File: src/rtl/wb_burst_traffic_gen.sv
// Wishbone burst traffic generator: writes an N-beat LFSR pattern, reads it back
// and compares, reporting pass/fail, error count, first failing address and timeout.
module wb_burst_traffic_gen #(
  parameter int AW      = 26,
  parameter int DW      = 32,
  parameter int TIMEOUT = 1024
) (
  input  logic          wb_clk_i,
  input  logic          wb_rst_i,
  input  logic          sdr_init_done,
  input  logic          start,
  input  logic [AW-1:0] cfg_base_addr,
  input  logic [7:0]    cfg_len,
  input  logic [DW-1:0] cfg_seed,
  output logic          wb_cyc_o,
  output logic          wb_stb_o,
  output logic          wb_we_o,
  output logic [3:0]    wb_sel_o,
  output logic [2:0]    wb_cti_o,
  output logic [AW-1:0] wb_addr_o,
  output logic [DW-1:0] wb_dat_o,
  input  logic          wb_ack_i,
  input  logic [DW-1:0] wb_dat_i,
  output logic          busy,
  output logic          done,
  output logic          pass,
  output logic          timeout,
  output logic [15:0]   err_cnt,
  output logic [AW-1:0] first_err_addr
);

  localparam logic [DW-1:0] LFSR_TAPS = DW'(32'h8020_0003);
  localparam int            WDW       = $clog2(TIMEOUT + 1);
  localparam logic [WDW-1:0] WD_LAST  = WDW'(TIMEOUT - 1);

  typedef enum logic [2:0] {
    S_IDLE,
    S_WAIT_INIT,
    S_WR,
    S_GAP,
    S_RD,
    S_DONE
  } state_t;

  function automatic logic [DW-1:0] lfsr_step(input logic [DW-1:0] s);
    return {1'b0, s[DW-1:1]} ^ (s[0] ? LFSR_TAPS : '0);
  endfunction

  state_t         r_state;
  logic [AW-1:0]  r_base;
  logic [7:0]     r_len_m1;
  logic [DW-1:0]  r_seed;
  logic [DW-1:0]  r_lfsr;
  logic [7:0]     r_beat;
  logic [WDW-1:0] r_wdog;
  logic           r_cyc;
  logic           r_we;
  logic [AW-1:0]  r_addr;
  logic [DW-1:0]  r_dat;
  logic           r_busy;
  logic           r_done;
  logic           r_timeout;
  logic [15:0]    r_err_cnt;
  logic [AW-1:0]  r_first_err_addr;

  logic           w_ack;
  logic           w_last;
  logic           w_wd_expired;
  logic           w_mismatch;
  logic [7:0]     w_beat_nxt;
  logic [AW-1:0]  w_addr_nxt;
  logic [DW-1:0]  w_lfsr_nxt;
  logic [DW-1:0]  w_seed;

  // Beats are counted 0..len-1; storing len-1 in 8 bits makes len=0 mean 256 for free.
  assign w_ack        = wb_ack_i & r_cyc;
  assign w_last       = (r_beat == r_len_m1);
  assign w_wd_expired = (r_wdog == WD_LAST);
  assign w_mismatch   = (wb_dat_i != r_lfsr);
  assign w_beat_nxt   = r_beat + 8'd1;
  assign w_addr_nxt   = r_base + AW'(w_beat_nxt);
  assign w_lfsr_nxt   = lfsr_step(r_lfsr);
  assign w_seed       = (cfg_seed == '0) ? DW'(1) : cfg_seed;

  // NOTE: sequential state uses non-blocking assignments only, so every branch
  // below sees the pre-edge values of all registers regardless of statement order.
  always_ff @(posedge wb_clk_i or posedge wb_rst_i) begin
    if (wb_rst_i) begin
      r_state          <= S_IDLE;
      r_base           <= '0;
      r_len_m1         <= '0;
      r_seed           <= DW'(1);
      r_lfsr           <= DW'(1);
      r_beat           <= '0;
      r_wdog           <= '0;
      r_cyc            <= 1'b0;
      r_we             <= 1'b0;
      r_addr           <= '0;
      r_dat            <= '0;
      r_busy           <= 1'b0;
      r_done           <= 1'b0;
      r_timeout        <= 1'b0;
      r_err_cnt        <= '0;
      r_first_err_addr <= '0;
    end else begin
      case (r_state)
        S_IDLE, S_DONE: begin
          if (start) begin
            r_base           <= cfg_base_addr;
            r_len_m1         <= cfg_len - 8'd1;
            r_seed           <= w_seed;
            r_lfsr           <= w_seed;
            r_beat           <= '0;
            r_wdog           <= '0;
            r_err_cnt        <= '0;
            r_first_err_addr <= '0;
            r_timeout        <= 1'b0;
            r_done           <= 1'b0;
            r_busy           <= 1'b1;
            if (sdr_init_done) begin
              r_state <= S_WR;
              r_cyc   <= 1'b1;
              r_we    <= 1'b1;
              r_addr  <= cfg_base_addr;
              r_dat   <= w_seed;
            end else begin
              r_state <= S_WAIT_INIT;
            end
          end
        end

        S_WAIT_INIT: begin
          if (sdr_init_done) begin
            r_state <= S_WR;
            r_cyc   <= 1'b1;
            r_we    <= 1'b1;
            r_addr  <= r_base;
            r_dat   <= r_lfsr;
            r_wdog  <= '0;
          end
        end

        S_WR, S_RD: begin
          if (w_ack) begin
            r_wdog <= '0;
            if (r_state == S_RD && w_mismatch) begin
              if (r_err_cnt != 16'hFFFF) r_err_cnt <= r_err_cnt + 16'd1;
              if (r_err_cnt == 16'd0)    r_first_err_addr <= r_addr;
            end
            if (w_last) begin
              // Address/data stay on the bus as last driven; only the cycle drops.
              r_cyc <= 1'b0;
              r_we  <= 1'b0;
              if (r_state == S_WR) begin
                r_state <= S_GAP;
              end else begin
                r_state <= S_DONE;
                r_busy  <= 1'b0;
                r_done  <= 1'b1;
              end
            end else begin
              r_beat <= w_beat_nxt;
              r_addr <= w_addr_nxt;
              r_lfsr <= w_lfsr_nxt;
              if (r_state == S_WR) r_dat <= w_lfsr_nxt;
            end
          end else if (w_wd_expired) begin
            r_state   <= S_DONE;
            r_cyc     <= 1'b0;
            r_we      <= 1'b0;
            r_busy    <= 1'b0;
            r_done    <= 1'b1;
            r_timeout <= 1'b1;
          end else begin
            r_wdog <= r_wdog + WDW'(1);
          end
        end

        S_GAP: begin
          r_state <= S_RD;
          r_lfsr  <= r_seed;
          r_beat  <= '0;
          r_wdog  <= '0;
          r_cyc   <= 1'b1;
          r_we    <= 1'b0;
          r_addr  <= r_base;
        end

        default: r_state <= S_IDLE;
      endcase
    end
  end

  // cyc and stb share one flop so the async reset drops both at once.
  assign wb_cyc_o       = r_cyc;
  assign wb_stb_o       = r_cyc;
  assign wb_we_o        = r_we;
  assign wb_sel_o       = {4{r_cyc}};
  assign wb_cti_o       = 3'b000;
  assign wb_addr_o      = r_addr;
  assign wb_dat_o       = r_dat;
  assign busy           = r_busy;
  assign done           = r_done;
  assign timeout        = r_timeout;
  assign err_cnt        = r_err_cnt;
  assign first_err_addr = r_first_err_addr;
  assign pass           = r_done & (r_err_cnt == 16'd0) & ~r_timeout;

endmodule

File: config.mk
export PLATFORM = sky130hd
export DESIGN_NAME = wb_burst_traffic_gen
export DESIGN_NICKNAME = d
export VERILOG_FILES = /design/src/rtl/wb_burst_traffic_gen.sv
export SDC_FILE = /design/constraint.sdc
export NUM_CORES = 1
export LEC_CHECK = 0
export BUFFER_PORTS_ARGS = -buffer_cell sky130_fd_sc_hd__buf_2
export CELL_PAD_IN_SITES_DETAIL_PLACEMENT = 2
export CELL_PAD_IN_SITES_GLOBAL_PLACEMENT = 2
export CORE_MARGIN = 1
export CORE_UTILIZATION = 31
export CTS_CLUSTER_DIAMETER = 50
export CTS_CLUSTER_SIZE = 12
export DETAILED_ROUTE_END_ITERATION = 8
export HOLD_SLACK_MARGIN = 0.06
export PLACE_DENSITY_LB_ADDON = 0.25
export SETUP_SLACK_MARGIN = 0.2
export SYNTH_ARGS = -nofsm -noshare
export SYNTH_HDL_FRONTEND = slang
export SYNTH_SLANG_ARGS = --single-unit
export TNS_END_PERCENT = 30
File: constraint.sdc
create_clock -name wb_clk_i -period 6.9 [get_ports wb_clk_i]
set_input_delay 0.345 -clock wb_clk_i [delete_from_list [all_inputs] [get_ports wb_clk_i]]
set_output_delay 0.345 -clock wb_clk_i [all_outputs]
set_load 0.03 [all_outputs]
==> flow_summary.yaml <==
finish:
  diodes: 0
  layout.nets: 1742
  layout_commonest_cell: "sky130_fd_sc_hd__nand2_1"
  post_layout_nonfiller_instances: 2173
  area_delta_synth_final_pct: 23.9
  fraction_of_final_layout_cells_sized_beyond_drive_strength_1_pct: 19.0
  layout.cells.most_common_list: "sky130_fd_sc_hd__nand2_1 (315), sky130_fd_sc_hd__dfrtp_1 (223), sky130_fd_sc_hd__buf_2 (213)"
clock_network:
  h-tree-depth: 2
  clk_root_buffer_cell: "sky130_fd_sc_hd__clkbuf_16"
  clock_tree_from_tritoncts: "built"
  post-cts-setup-buffers: 0
  clkLatencyLatePin_ps: 530
  cts-buffers-inserted: 36
  clockBufferDepth: 3
  clkSlewWorstSetupHoldPaths_ps: 60
  number_of_sinks_on_the_clock_net: 225
power_and_ir_drop:
  net-switching-power_w: 0.00396
  switching_share_pct: 47.4
  share_comb_of_total_power_pct: 47.6
  internal_power_w: 0.00439
  total_leakage_power_nw: 7.17
  ir_drop_worst_vdd_mv: 0.232
  cell_area_power_density_nw_per_um2: 540
  power.sequential.fraction_pct: 29.7
  power.share.clock_pct: 22.7
placement:
  gp_routability_congestion: 0.813
  post-dp-hpwl_mm: 32.2
  dp_cells: 2085
  place.port_buffers: 213
die:
  die_h_um: 203
  initial_core_util_pct: 31.4
  coreArea_um2: 39700
  placementRows: 73
  floorplan.io_pins: 217
  die_area_um2: 41100
  die_w_um: 203
sta:
  timing.fmax_ghz: 0.236
  final_max_slew_viol_count: 0
  final.period_utilization_pct: 61.4
  worst_hold_slack_ps: 87.7
  worstMarginPinSlew_ps: 1270
  period_needed_ps: 4240
  rsz_0062_raised_after_global_routing: "no"
  final_hold_viol_count: 0
  finalClockSkew_ps: 15.6
  setup_tns_ps: 0
  worst_slew_margin_rel_pct: 15.6
  setup_violations: 0
grt:
  number_of_antenna_violations_at_the_first_check_in_global_routing: 0
  maximum_number_of_pins_on_one_net_before_global_route_repair: 114
  grt-ovfl-total: 0
  grt_first_pass_wirelength_mm: 75.1
  gr-usage-all-layers_pct: 23.2
  grt_pass1_vias: 12893
drt:
  finalWirelength_mm: 47.2
  vias: 12005
  avgRoutedWirePerCell_um: 21.7
  vias_per_instance: 5.52
  drcViolationCount: 0
  drt-pass1-iter-count: 7
  antenna_left: 0
  drt_iter0_drc: 501
worst_setup_path:
  wp_data_required_ps: 7370
  path_cells: "buf_4 -> inv_1 -> nor2_2 -> nand2_1 -> o2111a_2 -> a2111oi_0 -> a21o_1"
  slowest_delay_ps: 920
  endpoint_kind: "register"
  critical_path_class: "reg -> reg"
  crit_path_max_fanout: 68
  critical_path_start_type: "register"
  cp.arrival_ps: 4710
  cpMaxStageDelayCell: "sky130_fd_sc_hd__nor2_2"
  r2r_slack_ps: 2660
yosys:
  synth_sequential_area_ratio_pct: 45.1
  synthDominantAreaCellType: "sky130_fd_sc_hd__dfrtp_1"
  syn-mean-instance-area_um2: 8.74
  synth_ff_type: "sky130_fd_sc_hd__dfrtp_1"
  synth_area_um2: 12500
  postSynthCellCount: 1428
  synth_area_leaders: "sky130_fd_sc_hd__dfrtp_1 (45%), sky130_fd_sc_hd__nand2_1 (9.5%), sky130_fd_sc_hd__nor2_1 (3.4%)"
  synthArstFlopShare_pct: 100
  synth-edff-count: 0
  synth.lib_cells_used.distinct: 71
  synth.yosys.warnings: 0
  yosysTopAreaCellShare_pct: 44.7
  synth-seq-cells: 225
run:
  timing.max_cap.violations: 0
min_path:
  hold_path.class: "in -> reg"
status:
  status: "completed"
-- path summary, 6_finish.rpt --
path / start / endpoint / cells past startpoint
setup / recovery: r_state[0] / r_lfsr[4] / 7
hold / removal: cfg_base_addr[0] / r_base[0] / 3
setup reg to reg: r_state[0] / r_lfsr[4] / 7
hold reg to reg: busy / busy / 1
max in group asynchronous: wb_rst_i / r_wdog[9] / 4
min in group asynchronous: wb_rst_i / first_err_addr[18] / 3
-- per-layer routing --
metal | vias up | share of wire (%) | track usage (%) | routed length (µm)
met2 | 267 | 48 | 38.0 | 22500
met3 | 64 | 3.9 | 3.13 | 1820
li1 | 5494 | - | - | -
met4 | 0 | 2.4 | 8.08 | 1160
met5 | - | 0 | 0 | 0
met1 | 6180 | 46 | 31.5 | 21700
-- cells in the mapped netlist (6+ instances only) --
master / count
sky130_fd_sc_hd__and3_1: 18
sky130_fd_sc_hd__o22ai_1: 22
sky130_fd_sc_hd__and2_1: 20
sky130_fd_sc_hd__a22o_1: 17
sky130_fd_sc_hd__a22oi_1: 29
sky130_fd_sc_hd__or3_1: 10
sky130_fd_sc_hd__o211ai_1: 7
sky130_fd_sc_hd__a211oi_1: 11
sky130_fd_sc_hd__buf_2: 13
sky130_fd_sc_hd__clkbuf_1: 67
sky130_fd_sc_hd__ha_1: 14
sky130_fd_sc_hd__xnor2_1: 36
sky130_fd_sc_hd__nand3_1: 26
sky130_fd_sc_hd__mux2i_1: 39
sky130_fd_sc_hd__nand2b_1: 6
sky130_fd_sc_hd__a31oi_1: 37
sky130_fd_sc_hd__buf_4: 8
sky130_fd_sc_hd__nor2_1: 113
sky130_fd_sc_hd__dfrtp_1: 223
sky130_fd_sc_hd__o21ai_0: 62
sky130_fd_sc_hd__a21o_1: 7
sky130_fd_sc_hd__nor4_1: 22
sky130_fd_sc_hd__buf_1: 7
sky130_fd_sc_hd__a21oi_1: 58
sky130_fd_sc_hd__o31ai_1: 19
sky130_fd_sc_hd__nand4_1: 29
sky130_fd_sc_hd__a221oi_1: 29
sky130_fd_sc_hd__xor2_1: 35
sky130_fd_sc_hd__inv_1: 25
sky130_fd_sc_hd__nor3_1: 20
sky130_fd_sc_hd__nand2_1: 315
-- logic make-up after synthesis --
kind of cell	Yosys count	synth area share, %
muxes	44	3.58
DFF	225	45.1
AOI/OAI and AO/OA	342	18.5
other	1	0.0300
and+or+nand+nor	605	21.8
adders and majority gates	15	1.56
buffers and inverters	125	4.41
xor gates and xnor gates	71	4.98
-- timing repair --
action,4_1_cts,5_1_grt
endpoints found under the hold margin,136,0
hold buffers,26,0
gates resized for setup,0,0
-- through the flow --
stage	total power (W)	instance area, µm²	util, %	setup WS [ps]
floorplan	0.00513	12500	-	395
global placement	0.00630	14000	35.1	2920
detailed placement	0.00646	14000	35.1	2720
CTS	0.00846	15500	38.9	2610
global route	0.00893	15500	38.9	2400
finish	0.00836	15500	38.9	2660
-- flip-flops by register name, indices dropped and copies added (netlist names) --
| name | cells |
|---|---|
| wb_we_o | 1 |
| r_lfsr | 32 |
| done | 1 |
| wb_addr_o | 26 |
| err_cnt | 16 |
| wb_cyc_o | 1 |
| timeout | 1 |
| r_beat | 8 |
| wb_dat_o | 32 |
| r_wdog | 11 |
| first_err_addr | 26 |
| r_base | 26 |
| r_len_m1 | 8 |
| r_seed | 32 |
| busy | 1 |
| r_state | 3 |
-- power groups by stage --
stage               logic [W]  registers (W)  clock network, W
floorplan             0.00241        0.00272                 0
global placement      0.00383        0.00247                 0
detailed placement    0.00398        0.00249                 0
CTS                   0.00403        0.00248           0.00195
global route          0.00439        0.00255           0.00199
finish                0.00398        0.00248           0.00190
-- critical path, delay by kind of cell (launching register included) --
kind / cells / cell delay, ps
simple gates: 2 / 1620
buf+inv: 2 / 640
flops: 1 / 320
compound gates: 3 / 1560
-- layout make-up --
type,count,area (µm²)
clock inverter,12,176
timing repair buffer,256,1450
tap,525,657
multi-input combinational,1080,6380
inverter,25,101
clock buffer,50,1060
sequential,225,5630
fill,4455,24300
No activity file was read; power rests on OpenSTA's default activity.
